===== config.mk =====
export PLATFORM = sky130hd
export DESIGN_NAME = keypad_entry_ctrl
export DESIGN_NICKNAME = d
export VERILOG_FILES = /design/src/rtl/keypad_entry_ctrl.sv
export SDC_FILE = /design/constraint.sdc
export NUM_CORES = 1
export LEC_CHECK = 0
export CELL_PAD_IN_SITES_DETAIL_PLACEMENT = 1
export CELL_PAD_IN_SITES_GLOBAL_PLACEMENT = 1
export CORE_MARGIN = 2
export CORE_UTILIZATION = 35
export DETAILED_ROUTE_END_ITERATION = 12
export GPL_TIMING_DRIVEN = 0
export PLACE_DENSITY = 0.83
export SYNTH_ARGS = -nofsm -noshare
export SYNTH_HDL_FRONTEND = slang
export SYNTH_SLANG_ARGS = --single-unit

===== constraint.sdc =====
create_clock -name clk -period 1.45 [get_ports clk]
set_input_delay 0.29 -clock clk [delete_from_list [all_inputs] [get_ports clk]]
set_output_delay 0.29 -clock clk [all_outputs]
set_load 0.005 [all_outputs]

===== src/rtl/keypad_entry_ctrl.sv =====
// ---------------------------------------------------------------------------
// keypad_entry_ctrl
//
// Turns a raw, bouncy keypad press into clean, one-cycle control pulses for a
// downstream digit shift register. It accepts digits until the register is
// full, accepts an enter key that locks further entry, and accepts a clear
// key that empties the register and unlocks entry.
//
// Ports:
//   clk          system clock, all state updates on the rising edge
//   reset        asynchronous active-low reset
//   key_pressed  raw asynchronous key-down level from the scanner
//   key_code     scanner key code, valid while key_pressed is high
//   sr_trig      one-cycle shift trigger for the digit register
//   sr_in        digit presented to the register (registered)
//   sr_dir       shift direction, always left (0)
//   sr_reset     active-low one-cycle clear for the digit register
//   digit_cnt    number of digits currently held in the register
//   entered      one-cycle pulse when an enter key is accepted
//   locked       high from an accepted enter until the next clear
//   ovf          one-cycle pulse when a digit is rejected (register full)
// ---------------------------------------------------------------------------
module keypad_entry_ctrl #(
   parameter int COUNT      = 4,
   parameter int WIDTH      = 4,
   parameter int DEB_CYCLES = 16
) (
   input  logic                       clk,
   input  logic                       reset,
   input  logic                       key_pressed,
   input  logic [WIDTH-1:0]           key_code,
   output logic                       sr_trig,
   output logic [WIDTH-1:0]           sr_in,
   output logic                       sr_dir,
   output logic                       sr_reset,
   output logic [$clog2(COUNT+1)-1:0] digit_cnt,
   output logic                       entered,
   output logic                       locked,
   output logic                       ovf
);

   localparam int CW = $clog2(COUNT + 1);
   localparam int DW = (DEB_CYCLES > 2) ? $clog2(DEB_CYCLES) : 1;

   localparam logic [DW-1:0]    DEB_LAST    = DW'(DEB_CYCLES - 1);
   localparam logic [CW-1:0]    CNT_FULL    = CW'(COUNT);
   localparam logic [WIDTH-1:0] CODE_ENTER  = WIDTH'(10);
   localparam logic [WIDTH-1:0] CODE_CLEAR  = WIDTH'(12);

   typedef enum logic [2:0] {
      IDLE,
      DEBOUNCE,
      ACT,
      EXEC,
      RELEASE
   } state_t;

   state_t            state;
   state_t            state_next;
   logic              sync_meta;
   logic              sync;
   logic [DW-1:0]     deb_cnt;
   logic [DW-1:0]     deb_cnt_next;
   logic [WIDTH-1:0]  sr_in_next;
   logic              sr_trig_next;
   logic              sr_reset_next;
   logic              entered_next;
   logic              ovf_next;
   logic [CW-1:0]     digit_cnt_next;
   logic              locked_next;
   logic              is_digit;
   logic              is_enter;
   logic              is_clear;

   assign sr_dir = 1'b0;

   // sr_in doubles as the latched key code: it is captured on the
   // DEBOUNCE->ACT edge and stays put until the next accepted press, so
   // decoding straight from it keeps data and action consistent.
   assign is_digit = (sr_in < CODE_ENTER);
   assign is_enter = (sr_in == CODE_ENTER);
   assign is_clear = (sr_in == CODE_CLEAR);

   // Two-flop synchronizer: key_pressed is asynchronous to clk, so nothing
   // downstream looks at it before it has passed through both flops.
   always_ff @(posedge clk or negedge reset) begin
      if (!reset) begin
         sync_meta <= 1'b0;
         sync      <= 1'b0;
      end else begin
         sync_meta <= key_pressed;
         sync      <= sync_meta;
      end
   end

   // State and output register. Every output is registered so the shift
   // register sees glitch-free pulses; the async reset drops any pulse in
   // flight so an aborted operation never completes.
   always_ff @(posedge clk or negedge reset) begin
      if (!reset) begin
         state     <= IDLE;
         deb_cnt   <= '0;
         sr_in     <= '0;
         sr_trig   <= 1'b0;
         sr_reset  <= 1'b1;
         entered   <= 1'b0;
         ovf       <= 1'b0;
         digit_cnt <= '0;
         locked    <= 1'b0;
      end else begin
         state     <= state_next;
         deb_cnt   <= deb_cnt_next;
         sr_in     <= sr_in_next;
         sr_trig   <= sr_trig_next;
         sr_reset  <= sr_reset_next;
         entered   <= entered_next;
         ovf       <= ovf_next;
         digit_cnt <= digit_cnt_next;
         locked    <= locked_next;
      end
   end

   // Next-state and next-output logic.
   // The decision about what a key does is taken in ACT and lands in the
   // pulse registers on the ACT->EXEC edge, so each pulse is high for exactly
   // the EXEC cycle. The bookkeeping (digit count, lock) is then updated on
   // the EXEC->RELEASE edge from those same pulse registers, which keeps the
   // count and the pulses from ever disagreeing.
   always_comb begin
      state_next     = state;
      deb_cnt_next   = deb_cnt;
      sr_in_next     = sr_in;
      sr_trig_next   = 1'b0;
      sr_reset_next  = 1'b1;
      entered_next   = 1'b0;
      ovf_next       = 1'b0;
      digit_cnt_next = digit_cnt;
      locked_next    = locked;

      case (state)
         IDLE: begin
            deb_cnt_next = '0;
            if (sync) begin
               state_next = DEBOUNCE;
            end
         end

         // The key must be seen high for DEB_CYCLES consecutive cycles; a
         // single low sample means it was a glitch and we drop it silently.
         DEBOUNCE: begin
            if (!sync) begin
               state_next   = IDLE;
               deb_cnt_next = '0;
            end else if (deb_cnt == DEB_LAST) begin
               state_next   = ACT;
               deb_cnt_next = '0;
               sr_in_next   = key_code;
            end else begin
               deb_cnt_next = deb_cnt + DW'(1);
            end
         end

         ACT: begin
            state_next = EXEC;
            if (is_digit && !locked) begin
               if (digit_cnt < CNT_FULL) begin
                  sr_trig_next = 1'b1;
               end else begin
                  ovf_next = 1'b1;
               end
            end
            if (is_enter && !locked && (digit_cnt != '0)) begin
               entered_next = 1'b1;
            end
            if (is_clear) begin
               sr_reset_next = 1'b0;
            end
         end

         EXEC: begin
            state_next   = RELEASE;
            deb_cnt_next = '0;
            if (sr_trig) begin
               digit_cnt_next = digit_cnt + CW'(1);
            end
            if (entered) begin
               locked_next = 1'b1;
            end
            if (!sr_reset) begin
               digit_cnt_next = '0;
               locked_next    = 1'b0;
            end
         end

         // Wait for a clean release: any high sample restarts the window,
         // so a bouncing release or an early second press is swallowed.
         RELEASE: begin
            if (sync) begin
               deb_cnt_next = '0;
            end else if (deb_cnt == DEB_LAST) begin
               state_next   = IDLE;
               deb_cnt_next = '0;
            end else begin
               deb_cnt_next = deb_cnt + DW'(1);
            end
         end

         default: begin
            state_next   = IDLE;
            deb_cnt_next = '0;
         end
      endcase
   end

endmodule


* After elaboration in Yosys (flattened, before gate mapping) *
Index checks and enable logic that the tools add are counted.

storage, ports and cells
  bits in registers = 21
  bits of input ports = 7
  output and inout port bits = 13
  word-level logic and storage cells = 62

cells by class
  add/subtract/negate cells = 2
  order comparisons = 2
  eq/ne operators = 13
  muxes and demuxes = 24
  reduce and logical (&&, ||, !) cells = 10

operators with widths
  kind                                                                     count
  3-bit two-way mux                                                        7
  3-bit one-hot mux with 5 select lines                                    1
  4-bit equality test, second input constant                               3
  1-bit two-way mux                                                        12
  4-bit two-way mux                                                        3
  4-bit one-hot mux with 3 select lines                                    1
  2-bit inequality test, second input constant                             4
  3-bit by 2-bit equality test with 1-bit output, second input constant    2
  4-bit by 1-bit adder with 4-bit output, second input constant            1
  4-bit < comparator, second input constant                                1
  2-bit AND reduction                                                      2
  4-bit AND reduction                                                      1
  3-bit by 1-bit adder with 3-bit output, second input constant            1
  3-bit by 1-bit equality test with 1-bit output, second input constant    1
  3-bit equality test, second input constant                               1
  1-bit logical AND                                                        3
  3-bit logical NOT                                                        1
  3-bit < comparator, second input constant                                1
  3-bit inequality test, second input constant                             1
  3-bit AND reduction                                                      1
  3-bit nonzero test                                                       1
  2-bit by 1-bit inequality test with 1-bit output, second input constant  1
  1-bit logical NOT                                                        1

* Longest topological paths before layout *
Gate-level depths: netlist (run 1).

  depth after elaboration = 5
  depth in mapped cells = 5
  mapped depth without buffers = 5

* Worst setup path before layout (run 1) *
OpenSTA, ideal clock, no wires.

  path type = reg-to-reg
  from = reg deb_cnt[0]
  to = reg sr_in[0]
  setup time = 0.125 ns
  data arrival time = 1.379 ns
  data required time = 1.325 ns
  path slack = -0.054 ns
  cell stages (with the launch flop) = 5
  path buffers = 0
  clock period less this slack = 1.504 ns
  path through = dfrtp_1 ha_1 nand3_1 nor4_4 mux2_2

on the way
  cells in the longest elaborated chain, start to end = 2

RTL lines
  what                           RTL line  source
  from (decl)                    62        logic [DW-1:0] deb_cnt;
  from (signal assigned)         112       deb_cnt <= deb_cnt_next;
  4-bit equality test            154       end else if (deb_cnt == DEB_LAST) begin
  3-bit AND reduction (no line)  -
  to (signal assigned)           113       sr_in <= sr_in_next;
  to (decl)                      33        output logic [WIDTH-1:0] sr_in,

Every way passes these cells.
A chain may end at the register's enable or synchronous reset.

* Final worst setup path (run 1) *
  from = reg sync
  to = reg sr_in[2]

on the way
  cells in the longest elaborated chain, start to end = 1

RTL lines
  what                           RTL line  source
  from (decl)                    61        logic sync;
  from (signal assigned)         92        sync <= sync_meta;
  3-bit AND reduction (no line)  -

Every way passes these cells.

==> flow_summary.ini, run 1 <==
[outcome]
status = finished with violations
failing_checks = setup timing

[cts]
cts_tree = built
cts_max_path_bufs = 2
clkSlewWorstSetupHoldPaths_ns = 0.13
clock_tree.root_cell = clkbuf_4
cts-hold-fix-buffers = 0
worst_skew_pair.late_latency_ns = 0.32
h-tree-depth = 1
tritoncts_num_sinks = 21
cts_buffers = 3

[synth]
synth_compound_area_share_pct = 9.77
synth_seq_area_share_pct = 53.4
synth-adder-area-share_pct = 3.81
post_synth_and_or_nand_nor_area_fraction_pct = 22.7
synth-xor-area-share_pct = 0.888
gate_count_of_the_mapped_netlist = 87
synth_area_per_cell_um2 = 11.3
synth.lib_cells_used.distinct = 30
synth.net_count = 97
synth_mux_area_share_pct = 5.71
largest_family_of_logic_cells_by_synthesized_area = simple AND/OR/NAND/NOR gates
synth-seq-cells = 21
yosysWarnings = 0
syn-cell-area_um2 = 986

[route]
drt-vias-per-instance = 5.13
drc = 0
postRouteWirelength_um = 2690
drt.antenna.violating_nets = 0
post_drt_wl_per_cell_um = 16.8
num_vias = 820
number_of_violations_reported_at_the_end_of_detailed_routing_iteration_0 = 7
drt_pre_antenna_iters = 4

[sta]
max_slew_margin_pct = 37.8
finalHoldViolCount = 0
unrepaired_setup_endpoints_after_global_routing = yes
report.final.setup_viol = 4
period_minus_slack_ns = 1.47
fmax_ghz = 0.680
worst_hold_slack_ns = 0.382
final.period_utilization_pct = 101
finalClockSkew_ns = 0.00752
worst-slew-pin-transition_ns = 0.929
timing.final.max_slew_violations = 0
finalWorstSetupSlack_ns = -0.0211

[layout]
insertedDiodeCount = 0
area_delta_synth_final_pct = 47.5
drive_gt1_share_pct = 33.3
final.fill_count = 305
postLayoutCoreUtil_pct = 53.6
final_cell_count_no_fill = 160
num-nets-final = 140

[placed_design]
dpl.hpwl_um = 1640
globalplace.congestion = 0.728
port_buffers = 18
pre_cts_slack_ns = -0.205
total_placed_cells_including_tap_cells = 136

[power_and_ir_drop]
powerDensity_nw_per_um2 = 660
power.ir.vdd_worst_mv = 0.496
power.leakage_uw = 0.000733
power.switching_fraction_pct = 24.0
p_comb_share_pct = 6.3
cellInternalPower_uw = 729
clock_power_share_pct = 31.1
power.switching_uw = 231
pwr-share-seq_pct = 62.7

[floorplan]
fp-row-count = 19
design.die.area_um2 = 3260
io-pin-count = 20
area_inside_the_core_boundary_um2 = 2710
die_w_um = 57.1
chipHeight_um = 57.1
effective_utilization_at_floorplan_pct = 36.4

[global_routing]
grt_pass1_wl_um = 4290
grt_max_degree = 22
grt_pass1_vias = 853
grt_overflow_total = 0
grt.total_usage_pct = 17.4
antenna_found_initial = 0

[worst_setup_path]
critPathArrivalTime_ns = 1.68
cpMaxStageDelayCell = dfrtp_1
critical_path.cell_chain = nand2_1 -> nor4_4 -> buf_4 -> mux2_4
critical-path-max-stage-delay_ns = 0.50
critical_path_required_ns = 1.66
worstPathMaxFanout = 5
worstSetupStartpointType = flip-flop
critical_path_class = reg2reg
endpoint_kind = flip-flop

[worst_hold_path]
min_path_type = reg2reg

[job]
drv.max_cap_violation_count = 0
==> layer usage <==
layer	vias to the layer above	track usage, %	wire length (um)
li1	385	-	-
met1	416	21.4	1130
met2	17	30.5	1480
met3	2	2.72	55
met4	0	6.98	21
met5	-	0	0
==> kinds of logic (layout without fill, tap and decap cells) <==
group	Yosys count	in the layout
and+or+nand+nor	33	33
xor gates and xnor gates	1	1
other	1	1
muxes	5	5
buffers and inverters	7	49
adders and majority gates	3	3
AOI/OAI and AO/OA	16	16
DFF	21	21
==> cell usage after synthesis, drive strengths merged <==
library cell	number	area, um^2
nand2	8	30.0
nand2b	3	18.8
o22ai	1	6.26
conb	1	3.75
mux2	5	56.3
xor2	1	8.76
nor2b	3	18.8
buf	3	17.5
ha	3	37.5
or3	1	6.26
nand3	2	10.0
dfstp	1	26.3
and3	1	6.26
nand3b	3	22.5
a211oi	1	7.51
nor3b	3	27.5
nor4bb	1	10.0
inv	4	15.0
dfrtp	20	500
nor4	1	21.3
nand4b	2	17.5
nor2	3	11.3
o21ai	8	40.0
a21oi	3	15.0
a21bo	1	10.0
and3b	1	8.76
a22o	2	17.5
nor4b	1	15.0
==> critical path: cells and delay by family (launching register included) <==
family	cells	cell delay, ns
buffers and inverters	1	0.19
DFF	1	0.50
muxes	1	0.30
and+or+nand+nor	2	0.37
==> repair_timing <==
item	in CTS	in global routing
gates resized for setup	20	12
setup endpoints to repair	15	12
pin swaps	2	3
setup buffers	12	8
==> metrics by stage <==
step,instance area (um^2),power (uW),setup TNS (ns)
after floorplan,986,622,0
after global placement,1200,651,-0.647
after detailed placement,1200,655,-1.18
after CTS,1350,937,-0.330
after global routing,1450,1010,-0.428
final,1450,959,-0.0597
==> flip-flops by register name, summed over array words and instances, names as in the netlist <==
register,count
sr_trig,1
ovf,1
sync,1
state,3
sr_reset,1
sr_in,4
sync_meta,1
deb_cnt,4
locked,1
digit_cnt,3
entered,1
==> placed cells by master, fill, tap and decap left out, drive strengths merged <==
cell and instances:
nand2b 3, nor2 3, a211oi 1, a22o 2, nand2 8, dfstp 1, clkdlybuf4s50 6, dfrtp 20
o21ai 8, inv 4, dlymetal6s2s 1, conb 1, o22ai 1, a21oi 3, or3 1, ha 3
nor4 1, xor2 1, mux2 5, nand3b 3, nand4b 2, and3b 1, nor3b 3, buf 22
clkbuf 4, and3 1, dlygate4sd2 11, nor4b 1, nor2b 3, a21bo 1, clkinv 1, nor4bb 1
nand3 2
==> power by group through the flow <==
stage	sequential (uW)	combinational, uW	clock [uW]
after floorplan	607	15.0	0
after global placement	608	43.4	0
after detailed placement	609	46.0	0
after CTS	599	48.1	290
after global routing	602	66.0	338
final	601	60.1	298
==> worst paths after layout <==
| kind | start | cells after the start | endpoint | slack [ns] |
|---|---|---|---|---|
| setup / recovery | sync | 4 | sr_in[2] | -0.02 |
| min in group asynchronous | reset | 1 | sync | 0.47 |
| max in group asynchronous | reset | 1 | state[2] | 0.35 |
| setup reg to reg | sync | 4 | sr_in[2] | -0.02 |
| hold / removal | sync_meta | 0 | sync | 0.38 |
| hold reg to reg | sync_meta | 0 | sync | 0.38 |
==> cell type report <==
type                    count  area, um^2  share of cell area [%]
flip-flops and latches     21         531                    36.5
multi-input cells          59         497                    34.2
repair buffers             38         319                    21.9
well taps                  31        38.8                    2.67
plain buffers               3        26.3                    1.81
clock buffers               3        22.5                    1.55
inverters                   4        15.0                    1.03
clock inverters             1        5.00                   0.344
Note: power is estimated with default switching activity, not from simulation.
==> run 2: changes to the inputs <==
--- a/config.mk
+++ b/config.mk
@@ -9,6 +9,7 @@
 export CELL_PAD_IN_SITES_GLOBAL_PLACEMENT = 1
 export CORE_MARGIN = 2
 export CORE_UTILIZATION = 35
+export CTS_CLUSTER_SIZE = 24
 export DETAILED_ROUTE_END_ITERATION = 12
 export GPL_TIMING_DRIVEN = 0
 export PLACE_DENSITY = 0.83
==> results of run 2 <==
Same layout as run 1: the final DEF is identical, and so are final timing and power.
==> run 3: changes to the inputs <==
--- a/config.mk
+++ b/config.mk
@@ -13,6 +13,8 @@
 export DETAILED_ROUTE_END_ITERATION = 12
 export GPL_TIMING_DRIVEN = 0
 export PLACE_DENSITY = 0.83
+export REMOVE_ABC_BUFFERS = 1
+export SETUP_SLACK_MARGIN = 0.1
 export SYNTH_ARGS = -nofsm -noshare
 export SYNTH_HDL_FRONTEND = slang
 export SYNTH_SLANG_ARGS = --single-unit
==> run 3 against run 2 <==
  * The flow now finishes without violations
  * Flip-flop and latch count unchanged
  * Hold slack worse by 0.012 ns
  * Routed wire length up 10%
  * Combinational power hardly changed
  * Via count rose by 4.6%
  * Critical path type unchanged
  * Largest cell class unchanged
  * Largest power group unchanged
  * Highest routed layer unchanged
==> flow_summary.ini, run 3 (same netlist as run 1, synthesis figures left out) <==
[worst_setup_path]
endpoint_kind = flip-flop
critical_path_class = reg2reg
cpMaxStageDelayCell = dfrtp_1
worst_path_dominant_cell_family = flip-flops
worstSetupStartpointType = flip-flop
cp.depth = 5
critical_path_required_ns = 1.66
critPathArrivalTime_ns = 1.63
worstPathMaxFanout = 4
r2r.worst_path.cells = 5
critical_path.cell_chain = ha_4 -> nand3_4 -> nor4_4 -> buf_6 -> mux2_4
critical-path-max-stage-delay_ns = 0.43
path_buf_inv = 1

[route]
drt-vias-per-instance = 5.30
drc = 0
post_drt_wl_per_cell_um = 18.3
number_of_violations_reported_at_the_end_of_detailed_routing_iteration_0 = 13
postRouteWirelength_um = 2960
drt_pre_antenna_iters = 4
num_vias = 858
drt.antenna.violating_nets = 0

[cts]
cts_tree = built
worst_skew_pair.late_latency_ns = 0.31
clkSlewWorstSetupHoldPaths_ns = 0.12
cts_max_path_bufs = 2
cts-hold-fix-buffers = 0
cts_buffers = 3
tritoncts_num_sinks = 21
clock_tree.root_cell = clkbuf_4
h-tree-depth = 1

[floorplan]
design.die.area_um2 = 3260
io-pin-count = 20
die_w_um = 57.1
area_inside_the_core_boundary_um2 = 2710
effective_utilization_at_floorplan_pct = 36.4
fp-row-count = 19
chipHeight_um = 57.1

[sta]
timing.final.max_slew_violations = 0
finalHoldViolCount = 0
period_minus_slack_ns = 1.42
unrepaired_setup_endpoints_after_global_routing = yes
report.final.setup_viol = 0
finalClockSkew_ns = 0.00212
worst-slew-pin-transition_ns = 0.939
final.period_utilization_pct = 97.7
max_slew_margin_pct = 37.2
fmax_ghz = 0.706

[power_and_ir_drop]
powerDensity_nw_per_um2 = 651
power.leakage_uw = 0.000729
power.ir.vdd_worst_mv = 0.562

[job]
drv.max_cap_violation_count = 0

[layout]
area_delta_synth_final_pct = 49.7
drive_gt1_share_pct = 38.9
layout.cell_area.non_filler_um2 = 1480
postLayoutCoreUtil_pct = 54.5
final_cell_mix = buf_4, dfrtp_1, dlygate4sd2_1, o21ai_0, nand2_1
num-nets-final = 142
largest_registers = deb_cnt x4, sr_in x4
insertedDiodeCount = 0
mostFrequentLayoutCell = buf_4

[global_routing]
grt_pass1_wl_um = 4530
grt_overflow_total = 0
antenna_found_initial = 0
grt_max_degree = 22
grt.total_usage_pct = 18.1
grt_pass1_vias = 935

[placed_design]
port_buffers = 18
placed_cell_area_um2 = 1190
dpl.hpwl_um = 1590
globalplace.congestion = 0.754

[worst_hold_path]
min_path_type = reg2reg
worst_hold_path.num_cells = 0

[outcome]
status = complete, no violations
run 3: changes by cell type in the layout (fill, tap and decap cells not counted), sizes merged:
cell and delta:
buf +3, clkbuf +1, clkinv -1, dlymetal6s2s -1
run 3: layout make-up:
cell class / count / area, um^2
inverter: 4 / 15.0
fill: 305 / 1230
timing repair buffer: 43 / 350
sequential: 21 / 532
multi-input combinational: 59 / 514
clock buffer: 4 / 26.3
tap: 31 / 38.8
run 3: worst register-to-register path: stages, from the launching register on:
cell     delay, ns
dfrtp_1       0.43
ha_4          0.18
nand3_4       0.09
nor4_4        0.16
buf_6         0.16
mux2_4        0.30
run 3: power breakdown:
group / internal, uW / switching [uW]
sequential: 593 / 11.4
clock: 107 / 188
combinational: 33.6 / 26.7
run 3: timing repair:
action	4_1_cts	5_1_grt
endpoints found under the setup margin	27	15
gates resized for setup	27	11
setup buffers	16	9
pin swaps	2	2
run 3: final timing paths:
path                             from       end  slack (ns)
min in group asynchronous       reset   sr_trig        0.49
setup reg to reg           deb_cnt[1]  sr_in[3]        0.03
max in group asynchronous       reset      sync        0.33
hold / removal              sync_meta      sync        0.37
hold reg to reg             sync_meta      sync        0.37
setup / recovery           deb_cnt[1]  sr_in[3]        0.03
run 3: layer usage:
metal | up-vias | wire (um) | global-route usage [%]
met5 | - | 0 | 0
met4 | 0 | 44 | 4.98
met3 | 6 | 97 | 2.95
met2 | 24 | 1590 | 33.3
met1 | 435 | 1220 | 21.8
li1 | 393 | - | -
run 3: through the flow:
step | cells | worst slack (ns) | total power (uW) | TNS (ns) | hold slack, ns
after detailed placement | 133 | -0.272 | 652 | -1.52 | 0.342
after global routing | 162 | -0.0427 | 1010 | -0.158 | 0.393
after floorplan | 84 | -0.0536 | 619 | -0.215 | -0.00559
after global placement | 133 | -0.177 | 648 | -0.700 | 0.336
after CTS | 153 | 0.00911 | 944 | 0 | 0.369
final | 162 | 0.0333 | 960 | 0 | 0.370
